### src/rtl/ram_line_adapter_pkg.sv
`default_nettype none
// ============================================================================
// Module      : ram_line_adapter_pkg
// Description : Shared types and helpers for the 32-bit word to 128-bit line
//               RAM adapter: FSM state encoding, line geometry constants and
//               the word-lane bit offset function.
// Revision    : 1.0 - initial release
// ============================================================================
package ram_line_adapter_pkg;

    typedef enum logic [1:0] {
        ST_IDLE   = 2'd0,
        ST_ACCESS = 2'd1,
        ST_DONE   = 2'd2
    } state_t;

    localparam int WORDS_PER_LINE = 4;
    localparam int WORD_WIDTH     = 32;
    localparam int LINE_WIDTH     = WORDS_PER_LINE * WORD_WIDTH;

    // Big-endian word placement: word 0 sits in the top 32 bits of the line.
    function automatic int word_offset(input logic [1:0] idx);
        return (WORDS_PER_LINE - 1 - int'(idx)) * WORD_WIDTH;
    endfunction

endpackage
`default_nettype wire

### src/rtl/ram_line_adapter_line_merge.sv
`default_nettype none
// ============================================================================
// Module      : ram_line_adapter_line_merge
// Description : Combinational line merge. Extracts the addressed 32-bit word
//               from a 128-bit line and produces the line with the enabled
//               bytes of that word replaced by new write data.
// Ports       : old_line    - line as read from the RAM
//               word_idx    - word within the line (0 = bits [127:96])
//               byte_en     - byte enables, bit i covers wdata[8i+7:8i]
//               wdata       - new write data
//               merged_line - old_line with the enabled bytes replaced
//               old_word    - addressed word of old_line
// Revision    : 1.0 - initial release
// ============================================================================
module ram_line_adapter_line_merge
    import ram_line_adapter_pkg::*;
(
    input  logic [LINE_WIDTH-1:0] old_line,
    input  logic [1:0]            word_idx,
    input  logic [3:0]            byte_en,
    input  logic [WORD_WIDTH-1:0] wdata,
    output logic [LINE_WIDTH-1:0] merged_line,
    output logic [WORD_WIDTH-1:0] old_word
);

    always_comb begin
        merged_line = old_line;
        old_word    = old_line[word_offset(word_idx) +: WORD_WIDTH];
        for (int b = 0; b < 4; b++) begin
            if (byte_en[b]) begin
                merged_line[word_offset(word_idx) + 8*b +: 8] = wdata[8*b +: 8];
            end
        end
    end

endmodule
`default_nettype wire

### src/rtl/ram_line_adapter.sv
`default_nettype none
// ============================================================================
// Module      : ram_line_adapter
// Description : Bridges a 32-bit word-addressed, byte-enabled request/ready
//               bus to one port of a 128-bit, 1-cycle-latency, write-first
//               block RAM. Every write is a read-modify-write of the line.
//               One transaction every 3 cycles (IDLE -> ACCESS -> DONE).
// Ports       : clk, rst (synchronous, active-low)
//               req_addr/req_read/req_we/req_wdata - request from requester
//               req_rdata/req_ready                - completion to requester
//               ram_addr/ram_we/ram_din/ram_dout   - RAM port
// Revision    : 1.0 - initial release
// ============================================================================
module ram_line_adapter
    import ram_line_adapter_pkg::*;
#(
    parameter int ADDR_WIDTH = 12
)(
    input  logic                  clk,
    input  logic                  rst,
    input  logic [ADDR_WIDTH+1:0] req_addr,
    input  logic                  req_read,
    input  logic [3:0]            req_we,
    input  logic [31:0]           req_wdata,
    output logic [31:0]           req_rdata,
    output logic                  req_ready,
    output logic [ADDR_WIDTH-1:0] ram_addr,
    output logic                  ram_we,
    output logic [127:0]          ram_din,
    input  logic [127:0]          ram_dout
);

    state_t                  r_state;
    logic [ADDR_WIDTH-1:0]   r_line;
    logic [1:0]              r_word;
    logic [3:0]              r_be;
    logic [31:0]             r_wdata;
    logic                    r_is_write;
    logic [31:0]             r_rdata;
    logic                    r_ready;

    logic                    w_req_valid;
    logic [LINE_WIDTH-1:0]   w_merged;
    logic [WORD_WIDTH-1:0]   w_old_word;

    assign w_req_valid = req_read | (|req_we);

    // In IDLE the request address goes straight to the RAM so the old line
    // is already on ram_dout during ACCESS.
    assign ram_addr = (r_state == ST_IDLE) ? req_addr[ADDR_WIDTH+1:2] : r_line;

    // Gated by rst so a reset landing in ACCESS aborts the write.
    assign ram_we  = rst & (r_state == ST_ACCESS) & r_is_write;
    assign ram_din = w_merged;

    assign req_rdata = r_rdata;
    assign req_ready = r_ready;

    ram_line_adapter_line_merge u_line_merge (
        .old_line    (ram_dout),
        .word_idx    (r_word),
        .byte_en     (r_be),
        .wdata       (r_wdata),
        .merged_line (w_merged),
        .old_word    (w_old_word)
    );

    always_ff @(posedge clk) begin
        if (!rst) begin
            r_state    <= ST_IDLE;
            r_line     <= '0;
            r_word     <= '0;
            r_be       <= '0;
            r_wdata    <= '0;
            r_is_write <= 1'b0;
            r_rdata    <= '0;
            r_ready    <= 1'b0;
        end else begin
            case (r_state)
                ST_IDLE: begin
                    r_ready <= 1'b0;
                    if (w_req_valid) begin
                        r_line     <= req_addr[ADDR_WIDTH+1:2];
                        r_word     <= req_addr[1:0];
                        r_be       <= req_we;
                        r_wdata    <= req_wdata;
                        // A write wins over a simultaneous read; the read
                        // data still returns the pre-write word.
                        r_is_write <= |req_we;
                        r_state    <= ST_ACCESS;
                    end
                end
                ST_ACCESS: begin
                    r_rdata <= w_old_word;
                    r_ready <= 1'b1;
                    r_state <= ST_DONE;
                end
                ST_DONE: begin
                    r_ready <= 1'b0;
                    r_state <= ST_IDLE;
                end
                default: begin
                    r_ready <= 1'b0;
                    r_state <= ST_IDLE;
                end
            endcase
        end
    end

endmodule
`default_nettype wire

### config.mk
export PLATFORM = sky130hd
export DESIGN_NAME = ram_line_adapter
export DESIGN_NICKNAME = d
export VERILOG_FILES = /design/src/rtl/ram_line_adapter_pkg.sv /design/src/rtl/ram_line_adapter_line_merge.sv /design/src/rtl/ram_line_adapter.sv
export SDC_FILE = /design/constraint.sdc
export NUM_CORES = 1
export LEC_CHECK = 0
export CELL_PAD_IN_SITES_DETAIL_PLACEMENT = 0
export CELL_PAD_IN_SITES_GLOBAL_PLACEMENT = 2
export CORE_UTILIZATION = 24
export CTS_CLUSTER_SIZE = 8
export DETAILED_ROUTE_END_ITERATION = 6
export PLACE_DENSITY_LB_ADDON = 0.1
export SETUP_SLACK_MARGIN = 0.15
export SLEW_MARGIN = 20
export SYNTH_ARGS = -nofsm -noshare
export SYNTH_HDL_FRONTEND = slang
export SYNTH_HIERARCHICAL = 1
export SYNTH_SLANG_ARGS = --single-unit
### constraint.sdc
create_clock -name clk -period 4.8 [get_ports clk]
set_input_delay 0.48 -clock clk [delete_from_list [all_inputs] [get_ports clk]]
set_output_delay 0.48 -clock clk [all_outputs]
set_load 0.02 [all_outputs]
# Word-level counts from Yosys, hierarchy flattened
# Cells that the tools add are included.
# totals
ramBits,0
mem_bits_ro,0
latch_bits,0
mem_count,0
in_bits,181
out_inout_bits,174
ff_bits,86
word_cells,45
# classes
n_div,0
n_bitwise,3
reduce_logical,3
shift,9
addsub,8
n_mux,12
n_eq_ne,2
order_cmp,0
mul,0
# ops
op,n
$bwmux 128,4
$mux 128,4
$shift 8x33->128 const A,4
$shiftx 8x33->128,4
$shiftx 128x8->32,1
$neg 32->33,3
$neg 8->33,1
$add 8x6->9 const B,2
$mux 12,1
$add 8x5->9 const B,1
$pmux 2 s2,1
$reduce_or 4->1,1
$sub 2x2->3 const A,1
$and 1x1->1,2
$eq 2x1->1 const B,1
$logic_not 2->1,1
$mux 2,1
$ne 2x2->1 const B,1
$reduce_and 2->1,1
$mux 1,1
$or 1x1->1,1

# Depth between registers and ports, before layout
# Gate-level depths: netlist of the first run.
# logic_depth
depth_word,11
mapped_depth,9

# Modules after synthesis
# The synthesis of the first run kept the hierarchy.
# by_module_without_submodules
mod,area_per_inst_um2,n_inst,cells_each
ram_line_adapter,4419.2,1,590
ram_line_adapter_line_merge,2685.1,1,275

# Least setup slack after synthesis of the first run
# Ideal clock, no wire load.
# synth_path
kind,register to output
from,register r_word[0]
to,output port ram_din[33]
arrival_ns,2.291
slack_ns,2.029
stages_incl_launch_ff,9
t_required_ns,4.320
n_path_buf,4
cell_sequence,dfxtp_1 -> buf_4 -> buf_4 -> buf_4 -> inv_1 -> ha_1 -> clkbuf_1 -> nand4_1 -> o21ai_0
# synth_between
elab_chain_len,11
elab_cells_between_ends,24
# synth_lines
item,line,text
from (decl),ram_line_adapter.sv:35,logic [1:0] r_word;
from (signal assigned),ram_line_adapter.sv:84,r_word <= req_addr[1:0];
$sub 2x2->3 *,ram_line_adapter_pkg.sv:23,return (WORDS_PER_LINE - 1 - int'(idx)) * WORD_WIDTH;
"parallel branches: the longest is 9 deep, another holds $neg 32->33",n/a,
$mux 128 *,ram_line_adapter_line_merge.sv:30,if (byte_en[b]) begin
to (decl),ram_line_adapter.sv:29,"output logic [127:0] ram_din,"
# Every way passes the cells marked *.

# Worst setup path after layout of the first run
# layout_path
from,register r_word[0]
to,output port ram_din[7]
# Same word-level chain as after synthesis.

==> summary.md, run 1 <==
| Metric | Value |
|---|---|
| Status | completed |
| Setup TNS | 0 ps |
| Synth warnings | 6 |
| Reg2Reg Setup Slack | 2550 ps |
| Antenna viol nets, final | 0 |
| Main combinational cell family by area after synthesis | simple AND/OR/NAND/NOR gates |
| Setup CP Type | flop to output pin |
| CP max FO | 30 |
| I/O Buffers | 354 |
| First-pass GRT wire length | 50800 um |
| Initial antenna violation count | 3 |
| Tightest Pin Transition | 1040 ps |
| Synth Area per Inst | 8.21 um^2 |
| Grt ovf | 0 |
| Site row count | 62 |
| Portion of netlist area occupied by mux cells | 10.1% |
| Dpl cells | 1509 |
| Via density | 5.46 |
| Top FF cell, synth | dfxtp_1 |
| Relative slew slack | 30.4% |
| Asr flop ratio synth | 0% |
| IO Pins | 355 |
| Unique cell type count in the Yosys netlist | 39 |
| P&R area growth vs syn | 55.7% |
| DR pass1 iterations | 5 |
| Yosys top cell area share | 24.2% |
| Routability Congestion | 0.816 |
| H-Tree Level Count | 3 |
| DRC viols | 0 |
| DR iter-0 viols | 644 |
| Vias in the first global route | 8020 |
| Clock Latency Late Sink | 350 ps |
| RSZ-0062 raised after global routing | no |
| Count leader, synth | nand2_1 |
| Via count | 8346 |
| Mapped Area | 7100 um^2 |
| # setup viols final | 0 |
| Critical Path AT | 3580 ps |
| Synth Register Bits | 86 |
| Pleak | 3.78 nW |
| Drt total wl | 33700 um |
| Synth area leaders | dfxtp_1 24%, mux4_2 10%, nand2_1 8.8%, a22o_1 8.6%, nand4b_1 6.7% |
| Compound-cell area share of the yosys netlist | 22.0% |
| Final total power | 2.83 mW |
| Area leader, netlist | dfxtp_1 |
| Core area | 28900 um^2 |
| Fraction of the mapped netlist area in adder cells | 1.06% |
| Post-DP HPWL | 24200 um |
| Register area share after synthesis | 24.2% |
| Path category of the worst min-delay check | flop to flop |
| Layout fillers | 3020 |
| # clock sinks | 86 |
| Setup bufs post-CTS | 0 |
| Nets | 1324 |
| CTS tree | yes |
| Max-cap violations | 0 |
| Fin cells | 1529 |
| PostCTS Resize Cnt | 0 |
| Die Y | 174 um |
| Share of layout cells above drive strength 1 | 7.27% |
| Synth Net Count | 1052 |
| CP Capture Type | output pin |
| Clock slew at reported path FFs | 70 ps |
| Root Buffer | clkbuf_16 |
| Largest net degree at the start of global routing | 123 |
| Final period utilization | 84.6% |
| CTS max path bufs | 2 |
| FMAX | 246 MHz |
| Cells after synthesis | 865 |
| Cts hold-fix bufs | 0 |
| Die Width | 174 um |
| Peak VDD IR | 0.149 mV |
| GRT Overall Usage | 21.7% |
| Synth Area in XOR/XNOR | 0% |
| CTS Buf Count | 9 |
| Min Tclk post-route | 4060 ps |
| Synth Area in Simple Gates | 35.2% |
| Critical Path RT | 4320 ps |
| Fin. max-slew vios | 0 |
| Die footprint | 30300 um^2 |
| Effective utilization at floorplan | 24.6% |
| CP startpoint kind | flop |
| Final hold vios | 0 |
| Final Skew | 9.14 ps |
| Top cells by count, synth | 167 x nand2_1, 86 x dfxtp_1, 70 x a22o_1, 62 x nand3_1, 60 x clkbuf_1 |
| Routed WL per cell | 22.0 um |
| EDFF count, synth | 0 |
| Pwr/cell area | 256 nW/um^2 |
==> where the power goes <==
part           internal (mW)  total, mW  switching [mW]  leakage, nW
Sequential             0.797      0.927           0.131        0.712
Combinational          0.590       1.20           0.614         2.94
Clock                  0.369      0.695           0.327        0.132
Total                   1.76       2.83            1.07         3.78
==> sequential cells by signal, summed over array words and instances (netlist names) <==
| name | cells |
|---|---|
| r_line | 12 |
| r_wdata | 32 |
| r_be | 4 |
| r_is_write | 1 |
| r_word | 2 |
| req_ready | 1 |
| r_state | 2 |
| req_rdata | 32 |
==> layout by cell type, fill, tap and decap left out, types with 2 or more instances in the layout <==
| master | instances |
|---|---|
| a21boi_0 | 33 |
| a22o_1 | 70 |
| a32o_1 | 24 |
| a41o_1 | 4 |
| and2_1 | 2 |
| and3_1 | 2 |
| and4_1 | 3 |
| and4b_1 | 6 |
| buf_4 | 12 |
| clkbuf_16 | 9 |
| clkdlybuf4s50_1 | 353 |
| clkinvlp_4 | 3 |
| dfxtp_1 | 83 |
| dfxtp_2 | 3 |
| diode_2 | 3 |
| ha_1 | 6 |
| inv_1 | 2 |
| inv_6 | 2 |
| mux4_2 | 32 |
| nand2_1 | 167 |
| nand3_1 | 62 |
| nand4_1 | 56 |
| nand4b_1 | 54 |
| nor3_1 | 46 |
| nor4bb_1 | 2 |
| o211ai_1 | 4 |
| o21ai_0 | 5 |
| o2bb2ai_1 | 23 |
| o2bb2ai_2 | 10 |
| or3_1 | 47 |
==> logic make-up after synthesis <==
kind of cell	count (synthesis)
and+or+nand+nor	457
muxes	32
AOI/OAI and AO/OA	175
DFF	86
adders and majority gates	6
buffers and inverters	109
==> worst paths after layout <==
check,cells past startpoint,endpoint,start
min,2,req_rdata[28]$_SDFFE_PN0P_,req_rdata[28]$_SDFFE_PN0P_
max reg2reg,4,req_rdata[0]$_SDFFE_PN0P_,r_word[0]$_SDFFE_PN0P_
max,5,ram_din[7],r_word[0]$_SDFFE_PN0P_
min reg2reg,2,req_rdata[28]$_SDFFE_PN0P_,req_rdata[28]$_SDFFE_PN0P_
==> per-layer routing <==
layer	GRT usage (%)	part of all wire, %	up-vias
met5	0	0	-
met4	6.14	1.9	0
met3	4.00	5.2	40
met2	35.7	47	316
met1	28.9	46	4071
li1	-	-	3919
==> worst max-delay path, stage by stage (launching register included) <==
cell and delay [ps]:
dfxtp_2 890, inv_1 240, ha_1 570, nand3b_1 520, o2bb2ai_1 350, clkdlybuf4s50_1 650
==> final cells by class <==
type	count	area, um^2	area share (%)
inverters	3	11.3	0.102
well taps	384	480	4.34
repair buffers	367	3660	33.1
multi-input cells	670	4890	44.2
clock buffers	10	239	2.16
diodes	3	7.51	0.0679
flip-flops and latches	86	1730	15.6
clock inverters	6	45.0	0.407
==> per-stage QoR <==
| step | util (%) | hold slack (ps) | setup WS, ps | cell area [um^2] |
|---|---|---|---|---|
| floorplan | - | 481 | 2030 | 7100 |
| global placement | 37.1 | 452 | 1200 | 10700 |
| detailed placement | 37.1 | 458 | 1120 | 10700 |
| CTS | 38.1 | 466 | 727 | 11000 |
| global route | 38.2 | 484 | 520 | 11100 |
| finish | 38.2 | 460 | 738 | 11100 |
Power figures use the tool's default switching activity.
==> inputs of run 2 (changes only) <==
Settings changed: CORE_UTILIZATION 24 to 20.
Clock period 4.8 ns to 3.29 ns, I/O delays scaled along.
==> summary.md, run 2 (same netlist as run 1, synthesis figures left out) <==
| Metric | Value |
|---|---|
| CP max FO | 12 (was 30) |
| Routed WL per cell | 22.8 um (was 22.0 um) |
| Crit-path max cell delay | 620 ps (was 890 ps) |
| DRC viols | 0 (unchanged) |
| Critical Path RT | 2960 ps (was 4320 ps) |
| Critical-path cell list | ha_2, buf_4, and4_1, a22o_1, clkdlybuf4s50_1 (was inv_1, ha_1, nand3b_1, o2bb2ai_1, clkdlybuf4s50_1) |
| FF-to-FF End | r_be[2]$_SDFFE_PN0P_ (was req_rdata[0]$_SDFFE_PN0P_) |
| CP Capture Type | output pin (unchanged) |
| Final period utilization | 91.2% |
| Most frequent cells in the layout | 353 x clkdlybuf4s50_1, 166 x nand2_1, 84 x dfxtp_1 (was 353 x clkdlybuf4s50_1, 167 x nand2_1, 83 x dfxtp_1) |
| Setup bufs post-CTS | 0 (unchanged) |
| CTS tree | yes (unchanged) |
| Die footprint | 36300 um^2 (was 30300 um^2) |
| Final hold vios | 0 (unchanged) |
| P&R area growth vs syn | 59.2% (was 55.7%) |
| Reg2reg start | r_state[1]$_SDFFE_PN0P_ (was r_word[0]$_SDFFE_PN0P_) |
| # clock sinks | 86 (unchanged) |
| Status | completed (unchanged) |
| Multi-input gate area | 4920 um^2 (was 4890 um^2) |
| Share of layout cells above drive strength 1 | 9.17% (was 7.27%) |
| Peak VDD IR | 0.259 mV (was 0.149 mV) |
| Reg2Reg Setup Slack | 1100 ps (was 2550 ps) |
| Path category of the worst min-delay check | input port to flop (was flop to flop) |
| Via count | 8270 (was 8346) |
| FMAX | 333 MHz |
| Final Skew | 18.3 ps (was 9.14 ps) |
| Antenna viol nets, final | 0 (unchanged) |
| Clock slew at reported path FFs | 80 ps (was 70 ps) |
| Root Buffer | clkbuf_16 (unchanged) |
| Critical Path AT | 2670 ps (was 3580 ps) |
| Vias in the first global route | 8006 (was 8020) |
| FF/Latch Area | 1720 um^2 (was 1730 um^2) |
| DR iter-0 viols | 354 (was 644) |
| Setup TNS | 0 ps (unchanged) |
| Worst hold path depth | 2 (unchanged) |
| HP Start | rst (was req_rdata[28]$_SDFFE_PN0P_) |
| Effective utilization at floorplan | 20.5% (was 24.6%) |
| Fin cells | 1611 (was 1529) |
| Clock Latency Late Sink | 360 ps (was 350 ps) |
| Reg2reg path depth | 4 (unchanged) |
| Layout fillers | 3716 (was 3020) |
| Drt total wl | 36700 um (was 33700 um) |
| Die Y | 190 um (was 174 um) |
| Via density | 5.13 (was 5.46) |
| Hold Worst Slack | 335 ps (was 460 ps) |
| Crit-path slowest cell | clkdlybuf4s50_1 (was dfxtp_2) |
| DR pass1 iterations | 5 (unchanged) |
| # setup viols final | 0 (unchanged) |
| Post-DP HPWL | 26900 um (was 24200 um) |
| Pwr/cell area | 381 nW/um^2 (was 256 nW/um^2) |
| Max-cap violations | 0 (unchanged) |
| Largest net degree at the start of global routing | 115 (was 123) |
| Die Width | 190 um (was 174 um) |
| Setup CP Type | flop to output pin (unchanged) |
| IO Pins | 355 (unchanged) |
| Tightest Pin Transition | 976 ps (was 1040 ps) |
| Relative slew slack | 34.9% (was 30.4%) |
| Initial antenna violation count | 0 (was 3) |
| Nets | 1338 (was 1324) |
| Min Tclk post-route | 3000 ps |
| Core area | 34700 um^2 (was 28900 um^2) |
| Site row count | 68 (was 62) |
| I/O Buffers | 354 (unchanged) |
| Fin. max-slew vios | 0 (unchanged) |
| Commonest non-fill, non-tap cell in the layout | clkdlybuf4s50_1 (unchanged) |
| GRT Overall Usage | 19.6% (was 21.7%) |
| Pleak | 3.87 nW (was 3.78 nW) |
| Dpl cells | 1595 (was 1509) |
| RSZ-0062 raised after global routing | no (unchanged) |
| H-Tree Level Count | 3 (unchanged) |
| Final Util | 32.6% (was 38.2%) |
| Diode count | 0 (was 3) |
| CTS max path bufs | 2 (unchanged) |
| CTS Buf Count | 9 (unchanged) |
| Hold path endpoint | req_rdata[25]$_SDFFE_PN0P_ (was req_rdata[28]$_SDFFE_PN0P_) |
| CP startpoint kind | flop (unchanged) |
| Grt ovf | 0 (unchanged) |
| First-pass GRT wire length | 53700 um (was 50800 um) |
| Routability Congestion | 0.824 (was 0.816) |
-- run 2: cell types whose count changed in the layout (fill, tap and decap cells not counted), sizes merged --
cell	previous run	this run
clkinv	1	2
diode	3	0
bufinv	0	1
buf	14	28
inv	5	6
clkinvlp	3	0
-- run 2: stage by stage --
step | cell area (um^2) | total power [mW] | setup WS (ps)
final | 11300 | 4.31 | 288
after global routing | 11300 | 4.55 | 181
after CTS | 11300 | 4.37 | 130
after detailed placement | 11000 | 3.20 | 472
after global placement | 11000 | 3.20 | 481
after floorplan | 7100 | 2.30 | 670
-- run 2: worst max path at each step --
stage | start | endpoint | slack [ps] | cells after the start
6_report | r_word[0]$_SDFFE_PN0P_ | ram_din[10] | 290 | 5
5_1_grt | r_word[1]$_SDFFE_PN0P_ | ram_din[22] | 180 | 5
4_1_cts | r_word[0]$_SDFFE_PN0P_ | ram_din[101] | 130 | 5
3_5_place_dp | r_word[0]$_SDFFE_PN0P_ | ram_din[101] | 470 | 4
3_3_place_gp | r_word[0]$_SDFFE_PN0P_ | ram_din[101] | 480 | 4
2_1_floorplan | r_word[0]$_SDFFE_PN0P_ | ram_din[33] | 670 | 8
-- run 2: layer usage --
metal	share of wire [%]	vias up	global-route usage (%)
met1	47	4038	26.6
li1	-	3948	-
met3	5.8	21	4.09
met2	46	263	31.7
met5	0	-	0
met4	1.3	0	4.28
-- run 2: worst max-delay path, delay by kind of cell, from the launching register on --
family,cells,cell delay (ps)
compound gates,1,260
fa+ha+maj,1,350
flops,1,410
buf+inv,2,840
simple gates,1,450
-- run 2: cell type report --
cell class | instances | area share, %
multi-input cells | 670 | 43.5
repair buffers | 381 | 33.4
flip-flops and latches | 86 | 15.2
well taps | 455 | 5.03
clock buffers | 10 | 2.11
clock inverters | 6 | 0.675
inverters | 3 | 0.111
-- run 2: timing repair --
item | in CTS | in global routing
resized for setup | 5 | 8
endpoints found under the setup margin | 21 | 25
hold buffers | 0 | 0
pin swaps | 0 | 0
-- run 2: report_power, final --
group	leakage, nW	total [mW]	internal, mW	switching [mW]
Combinational	3.00	1.83	0.885	0.950
Sequential	0.712	1.33	1.16	0.171
Clock	0.156	1.14	0.627	0.517
Total	3.87	4.31	2.67	1.64
==> inputs of run 3 (changes only) <==
Settings changed: CAP_MARGIN set to 20.
==> results of run 3 <==
No change in the layout: final DEF, timing and power equal those of run 2.
